===== config.mk =====
export PLATFORM = sky130hd
export DESIGN_NAME = cpu_sequencer
export DESIGN_NICKNAME = d
export VERILOG_FILES = /design/src/rtl/luna_pkg.sv /design/src/rtl/program_counter.sv /design/src/rtl/cpu_sequencer.sv
export SDC_FILE = /design/constraint.sdc
export NUM_CORES = 1
export LEC_CHECK = 0
export ABC_AREA = 0
export BUFFER_PORTS_ARGS = -buffer_cell sky130_fd_sc_hd__buf_2
export CELL_PAD_IN_SITES_DETAIL_PLACEMENT = 1
export CELL_PAD_IN_SITES_GLOBAL_PLACEMENT = 1
export CORE_UTILIZATION = 31
export DETAILED_ROUTE_END_ITERATION = 8
export PLACE_DENSITY = 0.84
export SLEW_MARGIN = 10
export SYNTH_ARGS = -nofsm -noshare
export SYNTH_HDL_FRONTEND = slang
export SYNTH_SLANG_ARGS = --single-unit
export TNS_END_PERCENT = 30

===== constraint.sdc =====
create_clock -name clk -period 1.52 [get_ports clk]
set_input_delay 0 -clock clk [delete_from_list [all_inputs] [get_ports clk]]
set_output_delay 0 -clock clk [all_outputs]
set_load 0.01 [all_outputs]

===== src/rtl/luna_pkg.sv =====
// Shared definitions for the Luna sequencer: state encoding and reset PC.
// Latency: n/a (types and constants only).
// Backpressure: n/a.
package luna_pkg;

  typedef enum logic [2:0] {
    FETCH   = 3'd0,
    DECODE  = 3'd1,
    EXECUTE = 3'd2,
    STORE   = 3'd3,
    HALT    = 3'd4
  } state_t;

  localparam logic [15:0] LUNA_RESET_PC = 16'h0000;

endpackage


===== src/rtl/program_counter.sv =====
// Program counter register with load and increment controls.
// Latency: new value visible one cycle after load/inc is sampled.
// Backpressure: none; load takes priority over inc, increment wraps modulo 2^ADDR_W.
module program_counter
  import luna_pkg::*;
#(
  parameter int unsigned           ADDR_W   = 16,
  parameter logic [ADDR_W-1:0]     RESET_PC = ADDR_W'(LUNA_RESET_PC)
) (
  input  logic              clk,
  input  logic              rst,
  input  logic              load,
  input  logic              inc,
  input  logic [ADDR_W-1:0] load_value,
  output logic [ADDR_W-1:0] pc
);

  logic [ADDR_W-1:0] pc_q;
  logic [ADDR_W-1:0] pc_d;

  // Next PC: a jump load wins over the sequential increment.
  always_comb begin
    pc_d = pc_q;
    if (load) begin
      pc_d = load_value;
    end else if (inc) begin
      pc_d = pc_q + ADDR_W'(1);
    end
  end

  // PC register, reset straight to the boot address.
  always_ff @(posedge clk or negedge rst) begin
    if (!rst) begin
      pc_q <= RESET_PC;
    end else begin
      pc_q <= pc_d;
    end
  end

  assign pc = pc_q;

endmodule


===== src/rtl/cpu_sequencer.sv =====
// Multi-cycle FETCH/DECODE/EXECUTE/STORE sequencer owning PC and IR; optional LUNA_SINGLE_STEP_EN adds a step input.
// Latency: 4 cycles per instruction with a first-cycle ack, +1 per fetch wait cycle.
// Backpressure: holds imem_req/imem_addr in FETCH until imem_ack; halt parks the block in HALT after STORE.
module cpu_sequencer
  import luna_pkg::*;
#(
  parameter int unsigned       ADDR_W   = 16,
  parameter int unsigned       INSTR_W  = 16,
  parameter logic [ADDR_W-1:0] RESET_PC = ADDR_W'(LUNA_RESET_PC)
) (
  input  logic               clk,
  input  logic               rst,
  output logic               imem_req,
  output logic [ADDR_W-1:0]  imem_addr,
  input  logic               imem_ack,
  input  logic [INSTR_W-1:0] imem_rdata,
  output logic [INSTR_W-1:0] instr,
  output logic [ADDR_W-1:0]  pc,
  input  logic               set_pc,
  input  logic [ADDR_W-1:0]  jump_target,
  input  logic               a_en_in,
  input  logic               d_en_in,
  input  logic               m_en_in,
  output logic               a_we,
  output logic               d_we,
  output logic               m_we,
  input  logic               halt,
`ifdef LUNA_SINGLE_STEP_EN
  input  logic               step,
`endif
  output logic               halted,
  output logic               retire
);

  state_t             state_q, state_d;
  logic [INSTR_W-1:0] instr_q, instr_d;
  logic               req_q, req_d;
  logic               a_we_q, a_we_d;
  logic               d_we_q, d_we_d;
  logic               m_we_q, m_we_d;
  logic               retire_q, retire_d;
  logic               halted_q, halted_d;
  logic               pc_load;
  logic               pc_inc;

  program_counter #(
    .ADDR_W   (ADDR_W),
    .RESET_PC (RESET_PC)
  ) u_program_counter (
    .clk        (clk),
    .rst        (rst),
    .load       (pc_load),
    .inc        (pc_inc),
    .load_value (jump_target),
    .pc         (pc)
  );

  // Next state, IR capture and PC update; registered outputs are derived from the next state.
  always_comb begin
    state_d = state_q;
    instr_d = instr_q;
    req_d   = 1'b0;
    pc_load = 1'b0;
    pc_inc  = 1'b0;
    case (state_q)
      FETCH: begin
        // The first FETCH cycle after reset has req low, so a stale ack is never taken.
        if (req_q && imem_ack) begin
          instr_d = imem_rdata;
          state_d = DECODE;
        end else begin
          req_d = 1'b1;
        end
      end
      DECODE:  state_d = EXECUTE;
      EXECUTE: state_d = STORE;
      STORE: begin
        pc_load = set_pc;
        pc_inc  = !set_pc;
`ifdef LUNA_SINGLE_STEP_EN
        state_d = HALT;
`else
        state_d = halt ? HALT : FETCH;
`endif
        req_d   = (state_d == FETCH);
      end
      HALT: begin
`ifdef LUNA_SINGLE_STEP_EN
        if (step) begin
`else
        if (!halt) begin
`endif
          state_d = FETCH;
          req_d   = 1'b1;
        end
      end
      default: state_d = FETCH;
    endcase
    retire_d = (state_d == STORE);
    a_we_d   = (state_d == STORE) && a_en_in;
    d_we_d   = (state_d == STORE) && d_en_in;
    m_we_d   = (state_d == STORE) && m_en_in;
    halted_d = (state_d == HALT);
  end

  // State, IR and registered output strobes; reset abandons any fetch in flight.
  always_ff @(posedge clk or negedge rst) begin
    if (!rst) begin
      state_q  <= FETCH;
      instr_q  <= '0;
      req_q    <= 1'b0;
      a_we_q   <= 1'b0;
      d_we_q   <= 1'b0;
      m_we_q   <= 1'b0;
      retire_q <= 1'b0;
      halted_q <= 1'b0;
    end else begin
      state_q  <= state_d;
      instr_q  <= instr_d;
      req_q    <= req_d;
      a_we_q   <= a_we_d;
      d_we_q   <= d_we_d;
      m_we_q   <= m_we_d;
      retire_q <= retire_d;
      halted_q <= halted_d;
    end
  end

  assign imem_req  = req_q;
  assign imem_addr = pc;
  assign instr     = instr_q;
  assign a_we      = a_we_q;
  assign d_we      = d_we_q;
  assign m_we      = m_we_q;
  assign retire    = retire_q;
  assign halted    = halted_q;

endmodule


==> flow_metrics.tcl <==
set metrics [dict create \
    port-buffer-count 93 \
    grt_pass1_wl_mm 11.8 \
    clk_pin_slew_ns 0.08 \
    start_util_pct 32.3 \
    ys_types 42 \
    insertion_delay_ns 0.29 \
    hold_class "input port to register" \
    whs_ns 0.0343 \
    synthTopCellsByArea "dfrtp_1 (50%), mux2_2 (8.8%), buf_4 (5.9%)" \
    finalNetCount 384 \
    nFillCells 726 \
    numCtsBuffers 5 \
    cts.sinks 41 \
    netlist_area_sq_um 2050 \
    drc 0 \
    startpoint_type "register" \
    met1_length_mm 3.07 \
    switchingPower_mw 2.55 \
    route.met3.wl_um 400 \
    violations "setup timing" \
    diodes 0 \
    vias_per_cell 5.01 \
    synth-edff-count 0 \
    grt_pass1_vias 2312 \
    netlist_instances 197 \
    wl_per_cell_um 18.1 \
    relSlewSlack_pct 63.0 \
    placed_cells 378 \
    pwr-share-comb_pct 54.2 \
    hpwl_mm 4.65 \
    gr-usage-all-layers_pct 21.3 \
    path_cells "nand4_1, or4_4, or4_1, nand3_1" \
    worstSetupPathType "register to register" \
    rows 29 \
    area_growth_pct 64.6 \
    swShare_pct 39.2 \
    synth-async-reset-ratio_pct 100 \
    pin_count 94 \
    synth_top_cell_by_area "dfrtp_1" \
    topRoutingLayerUsed "met4" \
    htree_levels 2 \
    skew_ns 0.00914 \
    grt_setup_unrepaired "true" \
    vdd_drop_max_mv 0.980 \
    cts_buffer_depth 2 \
    cp_max_fo 4 \
    drv_slew 0 \
    power_mw 6.50 \
    wl_met2_mm 4.01 \
    wl_mm 7.63 \
    sequentialPowerShare_pct 31.5 \
    final_antenna_net_count 0 \
    crit_path_top_delay_cell "or4_4" \
    die_y_um 83.3 \
    cp-end-kind "register" \
    min_period_ns 1.62 \
    clock.fmax_ghz 0.618 \
    design.core.area_sq_um 6350 \
    synth_seq_cells 41 \
    yosysSeqAreaShare_pct 50.1 \
    cellPowerDensity_nw_per_um2 1930 \
    grt_max_degree 42 \
    final_core_util_pct 53.1 \
    globalplace.congestion 0.770 \
    status "complete, but fails checks" \
    dr.first_iter.drc_count 53 \
    cts_root_buf "clkbuf_8" \
    final_cells 421 \
    clkPwrFrac_pct 14.3 \
    final-setup-viol-count 4 \
    p_leak_nw 1.59 \
    antenna_found_initial 0 \
    p_int_mw 3.95 \
    overflow 0 \
    synth.net_count 238 \
    required_ns 1.75 \
    tightest_slew_ns 0.553 \
    ys_warn_count 0 \
    cts_tree "yes" \
    maxCapViolCount 0 \
    worstPathArrival_ns 1.85 \
    post-route-period-util_pct 106 \
    synth_top_area_share_pct 50.1 \
    die-area_sq_um 6940 \
    setup_ws_ns -0.0975 \
    drive_above_1_share_pct 57.0 \
    ys.flop_type "dfrtp_1" \
    dr.pass1.iters 4 \
    num_vias 2111 \
    fp.dieW_um 83.3 \
    avgSynthCellArea_sq_um 10.4 \
    cpPeakStageDelay_ns 0.51 \
    finalHoldViolations 0 \
    tns_ns -0.190 \
]
## worst paths after layout
check                                           endpoint  slack [ns]  cells after the start                    start
min in group asynchronous                       instr[4]        0.31                      3                      rst
worst min-delay path             u_program_counter.pc[6]        0.03                      3           jump_target[6]
worst min register to register                  instr[4]        0.51                      1                 instr[4]
worst max-delay path            u_program_counter.pc[15]        -0.1                      4  u_program_counter.pc[0]
max in group asynchronous       u_program_counter.pc[10]        0.81                      3                      rst
worst max register to register  u_program_counter.pc[15]        -0.1                      4  u_program_counter.pc[0]
## per-stage QoR
step	instance area (sq um)	worst slack [ns]
4_1_cts	3230	-0.0603
5_1_grt	3370	-0.166
3_5_place_dp	2780	-0.0853
3_3_place_gp	2780	-0.0424
6_report	3370	-0.0975
2_1_floorplan	2080	-0.141
## final cells by class
| type | instances | area (sq um) | area share [%] |
|---|---|---|---|
| clock buffers | 6 | 82.6 | 2.45 |
| flip-flops and latches | 41 | 1040 | 30.8 |
| well taps | 77 | 96.3 | 2.86 |
| multi-input cells | 126 | 997 | 29.6 |
| clock inverters | 2 | 37.5 | 1.11 |
| inverters | 3 | 11.3 | 0.334 |
| repair buffers | 166 | 1110 | 32.8 |
## cell usage in the layout (no fill, tap or decap), types with 3 or more instances in the layout
| cell | count |
|---|---|
| buf_2 | 93 |
| mux2_4 | 13 |
| inv_1 | 3 |
| dfrtp_2 | 11 |
| mux2_2 | 3 |
| nand2_1 | 12 |
| dlygate4sd3_1 | 24 |
| dfrtp_1 | 30 |
| clkbuf_8 | 6 |
| and2_1 | 3 |
| nor3_1 | 3 |
| a21oi_1 | 18 |
| or4_4 | 3 |
| buf_4 | 45 |
| o22ai_1 | 4 |
| o21ai_0 | 11 |
| nor2_1 | 8 |
| nand3_1 | 7 |
## cell families after synthesis
family | synth area share (%)
muxes | 9.29
AOI/OAI and AO/OA | 13.9
DFF | 50.1
buffers and inverters | 8.55
adders and majority gates | 0.611
xor gates and xnor gates | 0.428
and+or+nand+nor | 17.2
## flip-flops by register name, indices dropped and copies added (netlist names)
name                  flops
a_we                      1
d_we                      1
halted                    1
imem_req                  1
instr                    16
m_we                      1
retire                    1
state_q                   3
u_program_counter.pc     16
## worst max-delay path: cells and delay by family (launching register included)
family        cells  cell delay (ns)
simple gates      4             1.13
flops             1             0.42
## repair_timing
action | in CTS | in global routing
gates resized for setup | 7 | 26
endpoints found under the hold margin | 66 | 0
pin swaps | 5 | 9
hold buffers | 24 | 0
endpoints found under the setup margin | 7 | 22
buffers inserted | 7 | 4
## metal layers
layer | vias up | track usage (%)
met2 | 77 | 38.8
met4 | 0 | 5.80
met3 | 10 | 5.37
li1 | 990 | -
met1 | 1034 | 24.8
met5 | - | 0
## cells in the mapped netlist (2+ instances only)
library cell / instances
a311oi_1: 2
nor3_1: 5
dfrtp_1: 41
clkbuf_1: 9
a21oi_1: 19
and2_1: 3
nand4_1: 2
or4_1: 3
buf_2: 2
o21ai_0: 11
buf_4: 16
or3_1: 2
nand3_1: 10
inv_1: 3
nor2b_1: 2
nor3b_1: 2
o211ai_1: 2
or2_2: 2
nand2_1: 12
o22ai_1: 4
nor2_1: 8
mux2_2: 16
nor4_1: 2
## power by group through the flow
stage	Sequential, mW	Clock, mW	Combinational [mW]
2_1_floorplan	2.32	0	1.36
3_3_place_gp	1.97	0	2.92
3_5_place_dp	2.02	0	3.02
4_1_cts	1.99	0.946	3.22
5_1_grt	2.10	0.985	3.80
6_report	2.05	0.929	3.52
Power figures use the tool's default switching activity.
